<file path="src/rtl/mem_port_pkg.sv">
// Shared types and constants for the core-to-memory port controller.
// Latency: n/a (types only).
// Backpressure: n/a (types only).
package mem_port_pkg;

    typedef enum logic [2:0] {
        IDLE,
        REQ,
        RESP,
        DONE,
        ERR
    } mport_state_t;

    typedef struct packed {
        logic        we;
        logic [3:0]  mask;
        logic [31:0] addr;
        logic [31:0] wdata;
    } mport_req_t;

    localparam int unsigned MPORT_DEFAULT_TIMEOUT = 255;

endpackage

</file>
<file path="src/rtl/mem_port_timer.sv">
// Bus-wait watchdog: counts cycles spent waiting on the bus and flags expiry.
// Latency: expired is combinational on the count; the count updates every clk edge.
// Backpressure: none; it only observes the controller's wait states.
module mem_port_timer
    import mem_port_pkg::*;
#(
    parameter int unsigned TIMEOUT_CYCLES = MPORT_DEFAULT_TIMEOUT
) (
    input  logic clk,
    input  logic arst_n,
    input  logic clr,
    input  logic en,
    output logic expired
);

    localparam logic [15:0] LIMIT = 16'(TIMEOUT_CYCLES - 1);

    logic [15:0] cnt;

    // Wait counter: cleared when a request is issued, advanced while waiting.
    always_ff @(posedge clk or negedge arst_n) begin
        if (!arst_n) begin
            cnt <= '0;
        end else if (clr) begin
            cnt <= '0;
        end else if (en) begin
            cnt <= cnt + 16'd1;
        end
    end

    // ">=" so a load accepted on the very last cycle still aborts in RESP
    // instead of letting the counter run past the limit.
    assign expired = en && (cnt >= LIMIT);

endmodule

</file>
<file path="src/rtl/mem_port_ctrl.sv">
// Mem-stage port controller: turns a held core request into one bus transaction.
// Latency: store 2 stall cycles, load 3 stall cycles minimum; core_done the next cycle.
// Backpressure: holds stall high until bus_ready (and bus_rvalid for loads); optional timeout via MEM_PORT_TIMEOUT_EN.
module mem_port_ctrl
    import mem_port_pkg::*;
#(
    parameter int unsigned TIMEOUT_CYCLES = MPORT_DEFAULT_TIMEOUT
) (
    input  logic        clk,
    input  logic        arst_n,
    input  logic        core_req,
    input  logic        core_we,
    input  logic [3:0]  core_mask,
    input  logic [31:0] core_addr,
    input  logic [31:0] core_wdata,
    input  logic        flush,
    output logic        stall,
    output logic        core_done,
    output logic [31:0] core_rdata,
    output logic        core_err,
    output logic        bus_valid,
    output logic        bus_we,
    output logic [3:0]  bus_mask,
    output logic [31:0] bus_addr,
    output logic [31:0] bus_wdata,
    input  logic        bus_ready,
    input  logic        bus_rvalid,
    input  logic [31:0] bus_rdata
);

    if (TIMEOUT_CYCLES < 1 || TIMEOUT_CYCLES > 65535) begin : g_bad_timeout
        $error("TIMEOUT_CYCLES must be in 1..65535");
    end

    mport_state_t state, state_nxt;
    mport_req_t   bus_req_q;
    logic         bus_valid_q;
    logic [31:0]  rdata_q;
    logic         start;
    logic         tmo;

    assign start = (state == IDLE) && core_req && !flush;

`ifdef MEM_PORT_TIMEOUT_EN
    logic tmr_en;
    assign tmr_en = (state == REQ) || (state == RESP);

    mem_port_timer #(
        .TIMEOUT_CYCLES (TIMEOUT_CYCLES)
    ) u_timer (
        .clk     (clk),
        .arst_n  (arst_n),
        .clr     (start),
        .en      (tmr_en),
        .expired (tmo)
    );
`else
    assign tmo = 1'b0;
`endif

    // State register.
    always_ff @(posedge clk or negedge arst_n) begin
        if (!arst_n) begin
            state <= IDLE;
        end else begin
            state <= state_nxt;
        end
    end

    // Next state: a completed handshake wins over a simultaneous timeout.
    always_comb begin
        state_nxt = state;
        case (state)
            IDLE: if (start) state_nxt = REQ;
            REQ: begin
                if (bus_ready)  state_nxt = bus_req_q.we ? DONE : RESP;
                else if (tmo)   state_nxt = ERR;
            end
            RESP: begin
                if (bus_rvalid) state_nxt = DONE;
                else if (tmo)   state_nxt = ERR;
            end
            DONE:    state_nxt = IDLE;
            ERR:     state_nxt = IDLE;
            default: state_nxt = IDLE;
        endcase
    end

    // Core-side outputs; stall is gated by reset so it reads 0 while held in reset.
    always_comb begin
        stall     = 1'b0;
        core_done = 1'b0;
        core_err  = 1'b0;
        case (state)
            IDLE:      stall = arst_n && core_req && !flush;
            REQ, RESP: stall = 1'b1;
            DONE:      core_done = 1'b1;
`ifdef MEM_PORT_TIMEOUT_EN
            ERR:       core_err = 1'b1;
`endif
            default: ;
        endcase
    end

    // Bus request registers and load-data capture.
    always_ff @(posedge clk or negedge arst_n) begin
        if (!arst_n) begin
            bus_req_q   <= '0;
            bus_valid_q <= 1'b0;
            rdata_q     <= '0;
        end else begin
            if (start) begin
                bus_req_q   <= '{we: core_we, mask: core_mask, addr: core_addr, wdata: core_wdata};
                bus_valid_q <= 1'b1;
            end else if (state == REQ && state_nxt != REQ) begin
                bus_valid_q <= 1'b0;
            end
            if (state == RESP && bus_rvalid) begin
                rdata_q <= bus_rdata;
            end else if (state_nxt == ERR) begin
                rdata_q <= '0;
            end
        end
    end

    assign bus_valid  = bus_valid_q;
    assign bus_we     = bus_req_q.we;
    assign bus_mask   = bus_req_q.mask;
    assign bus_addr   = bus_req_q.addr;
    assign bus_wdata  = bus_req_q.wdata;
    assign core_rdata = rdata_q;

endmodule

</file>
<file path="config.mk">
export PLATFORM = sky130hd
export DESIGN_NAME = mem_port_ctrl
export DESIGN_NICKNAME = d
export VERILOG_FILES = /design/src/rtl/mem_port_pkg.sv /design/src/rtl/mem_port_timer.sv /design/src/rtl/mem_port_ctrl.sv
export SDC_FILE = /design/constraint.sdc
export NUM_CORES = 1
export LEC_CHECK = 0
export ABC_AREA = 1
export ABC_CLOCK_PERIOD_IN_PS = 1100
export CORE_MARGIN = 5
export CORE_UTILIZATION = 38
export CTS_BUF_LIST = sky130_fd_sc_hd__clkbuf_2 sky130_fd_sc_hd__clkbuf_4 sky130_fd_sc_hd__clkbuf_8
export DETAILED_ROUTE_END_ITERATION = 10
export GPL_ROUTABILITY_DRIVEN = 0
export PLACE_DENSITY = 0.79
export SLEW_MARGIN = 30
export SYNTH_ARGS = -nofsm -noshare
export SYNTH_HDL_FRONTEND = slang
export SYNTH_SLANG_ARGS = --single-unit
</file>
<file path="constraint.sdc">
create_clock -name clk -period 1.1 [get_ports clk]
set_input_delay 0.165 -clock clk [delete_from_list [all_inputs] [get_ports clk]]
set_output_delay 0.165 -clock clk [all_outputs]
set_load 0.005 [all_outputs]
</file>
==> run_results.csv <==
group,metric,value,unit
timing,fin_hold_ws,-0.165,ns
critical_path,cpMaxStageDelayCell,"dfrtp_1",
critical_path,slowest_delay,0.43,ns
critical_path,path_max_fanout,3,
critical_path,path_buf_inv,3,
timing,rsz0062_at_grt,"yes",
clock_network,clkTransAtPathRegs,0.11,ns
global_routing,antenna_found_initial,0,
power,peakVddDrop,0.00105,V
placement,io_buffers,210,
cells_and_area,area_growth,66.5,%
placement,place_inst,809,
clock_network,root_buffer,"clkbuf_8",
critical_path,cpLargestDelayFamily,"flip-flops",
cells_and_area,fin_nets,841,
timing,setup_viol,108,
critical_path,rr_endpoint,"core_rdata[9]$_DFFE_PN0P_",
routing,drc,0,
routing,firstDrtPassIters,5,
critical_path,crit_start,"state[1]$_DFF_PN0_",
synth,yosys.area.top_type,"dfrtp_1",
routing,wl_per_cell,18.4,um
job,drv_cap,0,
synth,syn_area,4350,um2
floorplanning,core_area,11300,um2
clock_network,cts_buffers,9,
synth,synth_cell_type_count,14,
power,power.density,1740,nW/um2
routing,ant_nets,0,
clock_network,clock_latency,0.37,ns
critical_path,worst_setup_path_end_kind,"output port",
critical_path,r2r_start,"state[1]$_DFF_PN0_",
cells_and_area,stdcell_count,882,
routing,vias,4639,
cells_and_area,layout-drive-gt1-share,34.6,%
routing,drt-initial-drc-count,357,
critical_path,cp.arrival,1.31,ns
synth,ys_seq_area_share,60.4,%
routing,wl,16.3,mm
timing,skew,0.0146,ns
critical_path,critPathKind,"flop to output port",
status,status,"finished, violations left",
floorplanning,die_y,117,um
timing,layout_setup_ws,-0.370,ns
clock_network,h-tree-depth,3,
global_routing,grt_pass1_wl,24.0,mm
cells_and_area,diodes,0,
routing,viasPerCell,5.26,
timing,finalCriticalPeriod,1.47,ns
status,violations,"negative hold slack, negative setup slack",
floorplanning,start_util,38.4,%
clock_network,clk_path_buf_depth,2,
placement,hpwl,9.97,mm
floorplanning,num_io_pins,212,
cells_and_area,final_util,64.0,%
global_routing,grt_overflow_total,0,
critical_path,endpoint,"stall",
floorplanning,die_w,117,um
global_routing,track_usage,22.6,%
critical_path,cp.required,0.94,ns
power,power,12.6,mW
synth,syn_avg_cell_area,9.14,um2
cells_and_area,fillers,892,
critical_path,reg2regPathDepth,8,
timing,slew_viol_final,0,
critical_path,path_depth,7,
synth,synth_seq_cells,105,
global_routing,grt_max_degree,74,
timing,period_share,134,%
clock_network,clock_sinks,105,
clock_network,cts_tree,"yes",
synth,synthCells,476,
floorplanning,die_area,13700,um2
power,power.leakage,3.77,nW
critical_path,worst_setup_path_start_kind,"flop",
floorplanning,rows,39,
critical_path,worst-r2r-setup-slack,-0.36,ns
critical_path,crit_top_cell,"nand2_1",
hold_path,hold_class,"input pin to async pin",
placement,dp_slack,-0.657,ns
timing,max_freq,680,MHz
global_routing,grt_pass1_vias,4631,
critical_path,crit_chain,"inv_2 > nor2_4 > nand2_2 > nand2_1 > inv_1 > nand2_1 > buf_2",
synth,yosysTopAreaCellShare,60.4,%
synth,synthTopCellsByArea,"dfrtp_1 60%, nand2_1 18%, nand4_1 15%",
synth,synth_warnings,0,
timing,hold_violations,32,
## metal layers
| layer | vias up | wire length, um | GRT usage, % |
|---|---|---|---|
| met4 | 0 | 440 | 7.72 |
| li1 | 2117 | - | - |
| met1 | 2223 | 5980 | 27.7 |
| met5 | - | 0 | 0 |
| met3 | 38 | 1870 | 8.28 |
| met2 | 261 | 7970 | 37.1 |
## registers in the layout (all words and copies together) (netlist names)
| name | flops |
|---|---|
| bus_valid | 1 |
| bus_mask | 4 |
| bus_we | 1 |
| core_rdata | 32 |
| state | 3 |
| bus_wdata | 32 |
| bus_addr | 32 |
## cell families (layout without fill, tap and decap cells)
| group | Yosys count | count (layout) | share of synthesized area, % |
|---|---|---|---|
| DFF | 105 | 105 | 60.4 |
| other | 1 | 2 | 0.0862 |
| buffers and inverters | 49 | 311 | 5.09 |
| and+or+nand+nor | 321 | 321 | 34.4 |
## cell type report
cell class,count,area [um2],share of cell area (%)
sequential,105,2630,36.3
timing repair buffer,289,2450,33.9
multi-input combinational,323,1730,24.0
tap,143,179,2.47
clock buffer,13,173,2.38
clock inverter,3,47.5,0.657
inverter,6,23.8,0.328
## cell usage after synthesis (all sizes together)
master / count
nand2: 210
dfrtp: 105
nand4: 103
nor3: 1
inv: 6
nand3: 4
conb: 1
nor2: 3
clkbuf: 15
buf: 28
## cells in the final DEF, fill, tap and decap left out, types with 2 or more instances in the layout
master and instances:
clkdlybuf4s50_1 105, nand2_2 28, nand4_1 103, nor2_4 3, clkbuf_8 12, nand3_4 2
nand2_4 18, buf_6 5, buf_16 6, buf_2 102, dfrtp_1 103, inv_1 4
buf_4 60, nand2_1 164, dfrtp_2 2, buf_12 9, clkinv_4 2, conb_1 2
## worst min path at each step
stage	start	endpoint	slack, ns	cells after the start
after floorplan	arst_n	bus_addr[0]$_DFFE_PN0P_	-0.13	0
after global placement	arst_n	bus_addr[13]$_DFFE_PN0P_	0.24	2
after detailed placement	arst_n	core_rdata[23]$_DFFE_PN0P_	0.25	2
after CTS	arst_n	state[0]$_DFF_PN0_	-0.16	2
after global routing	arst_n	bus_addr[9]$_DFFE_PN0P_	-0.15	2
final	arst_n	state[0]$_DFF_PN0_	-0.17	2
## metrics by stage
step | TNS [ns] | cell area, um2
after floorplan | -2.38 | 4400
after global placement | -48.02 | 6710
after detailed placement | -49.49 | 6710
after CTS | -26.51 | 6800
after global routing | -35.28 | 7240
final | -27.66 | 7240
## report_power, final
| group | switching (mW) | internal [mW] | total (mW) |
|---|---|---|---|
| registers | 0.646 | 4.87 | 5.52 |
| logic | 2.04 | 2.42 | 4.46 |
| clock network | 1.34 | 1.28 | 2.62 |
## worst reg2reg max path: stages, from the launching register on
cell	delay (ns)
dfrtp_1	0.43
inv_2	0.08
nor2_4	0.11
buf_6	0.12
buf_12	0.10
nand3_4	0.16
clkbuf_16	0.25
nand2_2	0.07
nand2_1	0.05
## repair_timing
item	4_1_cts	5_1_grt
cloned	5	1
endpoints found under the setup margin	207	157
hold endpoints to repair	32	32
pin swaps	6	3
buffers inserted	25	29
gates resized for setup	440	64
Note: power is estimated with default switching activity, not from simulation.
